**src/rtl/fpu_pkg.sv**
```systemverilog
// Shared constants, field widths and FSM state encoding for the single-precision add/sub unit.
package fpu_pkg;
  localparam int unsigned EXP_BIAS = 127;
  localparam int unsigned EXP_W    = 8;
  localparam int unsigned FRAC_W   = 23;
  // carry + hidden + 23 fraction + guard + round + sticky
  localparam int unsigned MANT_W   = 28;

  localparam logic [31:0] QNAN    = 32'h7FC00000;
  localparam logic [31:0] POS_INF = 32'h7F800000;
  localparam logic [31:0] NEG_INF = 32'hFF800000;

  typedef enum logic [2:0] {
    S_IDLE,
    S_UNPACK,
    S_ALIGN,
    S_ADD,
    S_NORM,
    S_ROUND,
    S_DONE
  } state_t;
endpackage

```
**src/rtl/fpu_special_case.sv**
```systemverilog
// Classifies both operands (B already carries its effective sign) and produces the bypass result
// for NaN, infinity and zero operands; denormals are treated as signed zero.
module fpu_special_case (
  input  logic [31:0] a,
  input  logic [31:0] b,
  output logic        is_special,
  output logic [31:0] result,
  output logic        inv
);
  import fpu_pkg::*;

  logic a_max, b_max, a_zero, b_zero, a_nan, b_nan, a_inf, b_inf;

  always_comb begin
    a_max  = (a[30:23] == '1);
    b_max  = (b[30:23] == '1);
    a_zero = (a[30:23] == '0);
    b_zero = (b[30:23] == '0);
    a_nan  = a_max && (a[22:0] != '0);
    b_nan  = b_max && (b[22:0] != '0);
    a_inf  = a_max && (a[22:0] == '0);
    b_inf  = b_max && (b[22:0] == '0);

    is_special = 1'b1;
    result     = '0;
    inv        = 1'b0;
    if (a_nan || b_nan) begin
      result = QNAN;
      inv    = 1'b1;
    end else if (a_inf && b_inf && (a[31] != b[31])) begin
      result = QNAN;
      inv    = 1'b1;
    end else if (a_inf) begin
      result = a;
    end else if (b_inf) begin
      result = b;
    end else if (a_zero && b_zero) begin
      result = {a[31] & b[31], 31'b0};
    end else if (a_zero) begin
      result = b;
    end else if (b_zero) begin
      result = a;
    end else begin
      is_special = 1'b0;
    end
  end
endmodule

```
**src/rtl/fpu_addsub_seq.sv**
```systemverilog
// Multi-cycle IEEE-754 single-precision add/subtract: unpack, align, add, normalize one bit per
// cycle, round-to-nearest-even, then hold the result on a valid/ready handshake.
module fpu_addsub_seq #(
  parameter int unsigned MAX_NORM_STEPS = 26
) (
  input  logic        clk,
  input  logic        rst,
  input  logic        in_valid,
  output logic        in_ready,
  input  logic        op_sub,
  input  logic [31:0] inp1,
  input  logic [31:0] inp2,
  output logic        out_valid,
  input  logic        out_ready,
  output logic [31:0] out,
  output logic        flag_ovf,
  output logic        flag_inv
);
  import fpu_pkg::*;

  localparam int unsigned CNT_W = $clog2(MAX_NORM_STEPS + 1);

  state_t              state_q, state_d;
  logic [31:0]         a_q, a_d, b_q, b_d;
  logic                sign_q, sign_d, eff_sub_q, eff_sub_d;
  logic [8:0]          exp_q, exp_d;
  logic [MANT_W-1:0]   mbig_q, mbig_d, msml_q, msml_d;
  logic [CNT_W-1:0]    cnt_q, cnt_d;
  logic [31:0]         res_q, res_d;
  logic                ovf_q, ovf_d, inv_q, inv_d;

  logic                sp_hit, sp_inv;
  logic [31:0]         sp_res;

  fpu_special_case u_special (
    .a          (a_q),
    .b          (b_q),
    .is_special (sp_hit),
    .result     (sp_res),
    .inv        (sp_inv)
  );

  logic                a_ge_b, big_sign;
  logic [30:0]         big, sml;
  logic [7:0]          diff;
  logic [MANT_W-1:0]   sml_full, sml_sh, lost_mask, sum, sum_adj, nrm;
  logic [24:0]         rnd;
  logic [22:0]         rfrac;
  logic                rnd_up;
  logic [8:0]          rexp;

  always_comb begin
    state_d   = state_q;
    a_d       = a_q;
    b_d       = b_q;
    sign_d    = sign_q;
    eff_sub_d = eff_sub_q;
    exp_d     = exp_q;
    mbig_d    = mbig_q;
    msml_d    = msml_q;
    cnt_d     = cnt_q;
    res_d     = res_q;
    ovf_d     = ovf_q;
    inv_d     = inv_q;
    a_ge_b    = 1'b0;
    big_sign  = 1'b0;
    big       = '0;
    sml       = '0;
    diff      = '0;
    sml_full  = '0;
    sml_sh    = '0;
    lost_mask = '0;
    sum       = '0;
    sum_adj   = '0;
    nrm       = '0;
    rnd       = '0;
    rfrac     = '0;
    rnd_up    = 1'b0;
    rexp      = '0;

    case (state_q)
      S_IDLE: begin
        if (in_valid) begin
          a_d     = inp1;
          b_d     = {op_sub ^ inp2[31], inp2[30:0]};
          ovf_d   = 1'b0;
          inv_d   = 1'b0;
          state_d = S_UNPACK;
        end
      end
      S_UNPACK: begin
        if (sp_hit) begin
          res_d   = sp_res;
          inv_d   = sp_inv;
          state_d = S_DONE;
        end else begin
          state_d = S_ALIGN;
        end
      end
      S_ALIGN: begin
        // Magnitude compare on {exp,frac} works because both operands are normal here.
        a_ge_b   = (a_q[30:0] >= b_q[30:0]);
        big      = a_ge_b ? a_q[30:0] : b_q[30:0];
        sml      = a_ge_b ? b_q[30:0] : a_q[30:0];
        big_sign = a_ge_b ? a_q[31] : b_q[31];
        diff     = big[30:23] - sml[30:23];
        sml_full = {2'b01, sml[22:0], 3'b000};
        if (diff >= 8'd27) begin
          msml_d = MANT_W'(1);
        end else begin
          sml_sh    = sml_full >> diff;
          lost_mask = (MANT_W'(1) << diff) - MANT_W'(1);
          msml_d    = {sml_sh[MANT_W-1:1], sml_sh[0] | (|(sml_full & lost_mask))};
        end
        mbig_d    = {2'b01, big[22:0], 3'b000};
        sign_d    = big_sign;
        exp_d     = {1'b0, big[30:23]};
        eff_sub_d = a_q[31] ^ b_q[31];
        cnt_d     = '0;
        state_d   = S_ADD;
      end
      S_ADD: begin
        sum = eff_sub_q ? (mbig_q - msml_q) : (mbig_q + msml_q);
        if (sum == '0) begin
          res_d   = '0;
          state_d = S_DONE;
        end else begin
          if (sum[MANT_W-1]) begin
            sum_adj = {1'b0, sum[MANT_W-1:2], sum[1] | sum[0]};
            exp_d   = exp_q + 9'd1;
          end else begin
            sum_adj = sum;
          end
          mbig_d = sum_adj;
          if (sum_adj[26]) begin
            state_d = S_ROUND;
          end else if (exp_d <= 9'd1) begin
            res_d   = {sign_q, 31'b0};
            state_d = S_DONE;
          end else begin
            state_d = S_NORM;
          end
        end
      end
      S_NORM: begin
        // Look ahead one shift so a normalized mantissa leaves NORM without an idle check cycle.
        nrm    = mbig_q << 1;
        mbig_d = nrm;
        exp_d  = exp_q - 9'd1;
        cnt_d  = cnt_q + CNT_W'(1);
        if (nrm[26] || (32'(cnt_q) + 32'd1 >= MAX_NORM_STEPS)) begin
          state_d = S_ROUND;
        end else if (exp_d <= 9'd1) begin
          res_d   = {sign_q, 31'b0};
          state_d = S_DONE;
        end
      end
      S_ROUND: begin
        rnd_up = mbig_q[2] & (mbig_q[1] | mbig_q[0] | mbig_q[3]);
        rnd    = {1'b0, mbig_q[26:3]} + 25'(rnd_up);
        if (rnd[24]) begin
          rfrac = rnd[23:1];
          rexp  = exp_q + 9'd1;
        end else begin
          rfrac = rnd[22:0];
          rexp  = exp_q;
        end
        if (rexp >= 9'd255) begin
          res_d = sign_q ? NEG_INF : POS_INF;
          ovf_d = 1'b1;
        end else begin
          res_d = {sign_q, rexp[7:0], rfrac};
        end
        state_d = S_DONE;
      end
      S_DONE: begin
        if (out_ready) state_d = S_IDLE;
      end
      default: state_d = S_IDLE;
    endcase
  end

  always_ff @(posedge clk) begin
    if (rst) begin
      state_q   <= S_IDLE;
      a_q       <= '0;
      b_q       <= '0;
      sign_q    <= 1'b0;
      eff_sub_q <= 1'b0;
      exp_q     <= '0;
      mbig_q    <= '0;
      msml_q    <= '0;
      cnt_q     <= '0;
      res_q     <= '0;
      ovf_q     <= 1'b0;
      inv_q     <= 1'b0;
    end else begin
      state_q   <= state_d;
      a_q       <= a_d;
      b_q       <= b_d;
      sign_q    <= sign_d;
      eff_sub_q <= eff_sub_d;
      exp_q     <= exp_d;
      mbig_q    <= mbig_d;
      msml_q    <= msml_d;
      cnt_q     <= cnt_d;
      res_q     <= res_d;
      ovf_q     <= ovf_d;
      inv_q     <= inv_d;
    end
  end

  assign in_ready  = (state_q == S_IDLE);
  assign out_valid = (state_q == S_DONE);
  assign out       = res_q;
  assign flag_ovf  = ovf_q;
  assign flag_inv  = inv_q;
endmodule
```
**config.mk**
```make
export PLATFORM = sky130hd
export DESIGN_NAME = fpu_addsub_seq
export DESIGN_NICKNAME = d
export VERILOG_FILES = /design/src/rtl/fpu_pkg.sv /design/src/rtl/fpu_special_case.sv /design/src/rtl/fpu_addsub_seq.sv
export SDC_FILE = /design/constraint.sdc
export NUM_CORES = 1
export LEC_CHECK = 0
export ABC_CLOCK_PERIOD_IN_PS = 6100
export CORE_UTILIZATION = 60
export DETAILED_ROUTE_END_ITERATION = 8
export HOLD_SLACK_MARGIN = 0.05
export PLACE_DENSITY = 0.87
export SYNTH_ARGS = -nofsm -noshare
export SYNTH_HDL_FRONTEND = slang
export SYNTH_HIERARCHICAL = 1
export SYNTH_SLANG_ARGS = --single-unit
```
**constraint.sdc**
```tcl
create_clock -name clk -period 6.1 [get_ports clk]
set_clock_uncertainty 0.1 [all_clocks]
set_input_delay 0.61 -clock clk [delete_from_list [all_inputs] [get_ports clk]]
set_output_delay 0.61 -clock clk [all_outputs]
set_load 0.05 [all_outputs]
```
==> results.txt, run 1 <==
area delta synth->final -> 12.3%
CTS resizes -> 0
CTS buffer count -> 17
core area -> 24,500 µm²
Wirelength per Cell -> 21.4 µm
IO Pins -> 105
Synth Instances -> 2,125
Total Routing Usage GR -> 40.7%
number of global-route vias before repair -> 15.1k
WP data arrival -> 5.97 ns
IO Port Bufs -> 104
number of DRC markers in iteration 0 -> 2,864
Clock H-tree levels -> 4
cell area after layout -> 16,900 µm²
share of layout cells above drive strength 1 -> 8.38%
Syn Area/Cell -> 7.10 µm²
Nets -> 2,285
CP Capture Type -> register
max_cap viols -> 0
DRT Pass-1 Iters -> 7
kind of critical path -> reg -> reg
fmax -> 0.174 GHz
CP startpoint kind -> register
crit share post-route -> 94.0%
die area -> 25,800 µm²
Post-synth top flop -> dfxtp_1
setup bufs post-CTS -> 0
endpoints failing setup -> 0
CTS root buf -> clkbuf_16
CTS tree -> built
routed vias -> 16.9k
distinct cell type count after synthesis -> 100
fin worst setup slack -> 0.368 ns
Chip Width -> 161 µm
Rel. slew slack -> 18.7%
Final HPWL DP -> 39.5 mm
maximum root-to-sink buffer count -> 2
number of synthesized flops with an enable pin -> 0
syn nets -> 2,262
status -> finished clean
Setup TNS -> 0 ns
Synth Warn # -> 6
type of the tightest min-delay check -> reg -> reg
site row count -> 57
Fin. Hold Viols -> 0
post-synthesis sequential element count -> 172
RSZ-0062 raised after global routing -> no
Data required, critical path -> 6.34 ns
crit path max fanout -> 50
Antenna Nets Post-Route -> 0
share of flip-flops with an asynchronous set or reset -> 0%
initial antenna violation count -> 2
worst skew pair latency -> 0.45 ns
Overflow after GRT -> 0
fin crit period -> 5.73 ns
Starting Density -> 61.7%
largest net degree at the start of global routing -> 92
Die Y -> 161 µm
Synth Cell Area -> 15,100 µm²
DRC viols -> 0
Seq/Total Area, Yosys -> 22.8%
vias per cell -> 6.80
clock slew at reported path FFs -> 0.07 ns
DP Worst Slack -> 0.363 ns
CTS Hold Bufs -> 0
global-route wire length before repair -> 82.7 mm
Ant. Diodes -> 0
Slew Viols, Final -> 0
worst slew pin tran -> 1.22 ns
Sink Count -> 172
gpl congestion -> 1.04
routed wire length -> 53.2 mm
dpl cell area -> 16,300 µm²
==> placed cells by master (no fill, tap or decap), types with 22 or more instances in the layout <==
master,Yosys,layout
nor2_1,218,215
a22oi_1,27,27
a211oi_1,32,32
nor4_1,22,22
nand4_1,45,45
buf_4,9,53
nand2_1,380,379
ha_1,67,67
a211oi_2,27,27
a21oi_1,282,282
o21ai_0,81,81
clkdlybuf4s50_1,0,103
nand3_1,43,43
nor3_1,39,39
inv_1,60,60
xnor2_1,61,60
dfxtp_1,172,172
mux2i_1,47,47
==> layout make-up <==
cell class / count / area (µm²)
multi-input combinational: 1738 / 10800
fill: 2074 / 7510
sequential: 172 / 3440
timing repair buffer: 158 / 1460
clock buffer: 19 / 453
tap: 324 / 405
inverter: 61 / 229
clock inverter: 13 / 169
==> critical path: stages (launching register included) <==
cell,delay (ns)
dfxtp_1,0.37
nor3_2,0.25
nand2_1,0.10
nor3_1,0.28
nand2_1,0.09
nor2_1,0.34
a21oi_1,0.15
xnor2_1,0.16
ha_1,0.38
a21o_1,0.21
a21o_1,0.17
a221o_1,0.41
nand2b_1,0.09
nand2_1,0.06
nor3_1,0.33
a31oi_2,0.24
xor2_2,0.26
nor3_2,0.42
nand4_1,0.29
a31oi_4,0.29
buf_12,0.27
nor2_1,0.07
a311oi_1,0.29
==> per-stage QoR <==
step	hold WS [ns]	utilization, %	cells
6_report	0.395	69.3	2485
5_1_grt	0.428	69.3	2485
4_1_cts	0.389	69.3	2485
3_5_place_dp	0.380	66.7	2453
3_3_place_gp	0.372	66.7	2453
2_1_floorplan	0.358	-	2125
==> registers in the layout, summed over array words and instances, names as in the netlist <==
register and count:
msml_q 27, flag_inv 1, a_q 32, exp_q 9, b_q 32, mbig_q 28
eff_sub_q 1, flag_ovf 1, cnt_q 5, out 32, sign_q 1, state_q 3
==> worst paths after layout <==
| kind | startpoint | to | slack [ns] | cells after the start |
|---|---|---|---|---|
| min | msml_q[7] | msml_q[7] | 0.40 | 2 |
| max reg2reg | msml_q[2] | out[2] | 0.37 | 22 |
| min reg2reg | msml_q[7] | msml_q[7] | 0.40 | 2 |
| max | msml_q[2] | out[2] | 0.37 | 22 |
==> cells in the mapped netlist, types with 14 or more instances <==
master / instances / area share [%]
nand2_1: 380 / 9.4
a21oi_1: 282 / 9.3
nor2_1: 218 / 5.4
dfxtp_1: 172 / 23
clkbuf_1: 96 / 2.4
o21ai_0: 81 / 2.7
ha_1: 67 / 5.6
xnor2_1: 61 / 3.5
inv_1: 60 / 1.5
mux2i_1: 47 / 3.1
nand4_1: 45 / 1.9
nand3_1: 43 / 1.4
nor3_1: 39 / 1.3
a211oi_1: 32 / 1.6
buf_2: 29 / 0.96
a211oi_2: 27 / 2.2
a22oi_1: 27 / 1.3
nor4_1: 22 / 0.91
xor2_1: 22 / 1.3
and3_1: 21 / 0.87
a21o_1: 18 / 0.90
and2_1: 18 / 0.75
nor2b_1: 18 / 0.75
a221o_1: 17 / 1.1
buf_1: 16 / 0.40
nand2b_1: 15 / 0.62
a31oi_1: 14 / 0.58
==> kinds of logic (layout without fill, tap and decap cells) <==
| logic type | count (synthesis) | in the layout | share of synthesized area [%] |
|---|---|---|---|
| mux | 60 | 60 | 4.61 |
| simple gates | 871 | 871 | 26.4 |
| buf+inv | 215 | 251 | 6.01 |
| flops | 172 | 172 | 22.8 |
| compound gates | 653 | 653 | 29.2 |
| xor+xnor | 86 | 86 | 5.29 |
| fa+ha+maj | 68 | 68 | 5.69 |
==> metal layers <==
metal / GRT usage [%] / wire length (µm) / share of wire (%)
met1: 53.4 / 20600 / 39
met2: 63.4 / 23400 / 44
met3: 8.83 / 6530 / 12
met5: 0 / 12 / 0.023
met4: 18.7 / 2730 / 5.1
Power of run 1 is not shown: default switching activity piles up to over one toggle a cycle in this logic, so the estimate is an artifact.
==> run 2: changes to the inputs <==
--- a/config.mk
+++ b/config.mk
@@ -6,6 +6,7 @@
 export NUM_CORES = 1
 export LEC_CHECK = 0
 export ABC_CLOCK_PERIOD_IN_PS = 6100
+export CORE_MARGIN = 1
 export CORE_UTILIZATION = 60
 export DETAILED_ROUTE_END_ITERATION = 8
 export HOLD_SLACK_MARGIN = 0.05
@@ -14,3 +15,4 @@
 export SYNTH_HDL_FRONTEND = slang
 export SYNTH_HIERARCHICAL = 1
 export SYNTH_SLANG_ARGS = --single-unit
+export TNS_END_PERCENT = 50
==> results of run 2 <==
No change in the layout: final DEF, timing and power equal those of run 1.
Power of run 2 is left out for the same reason.
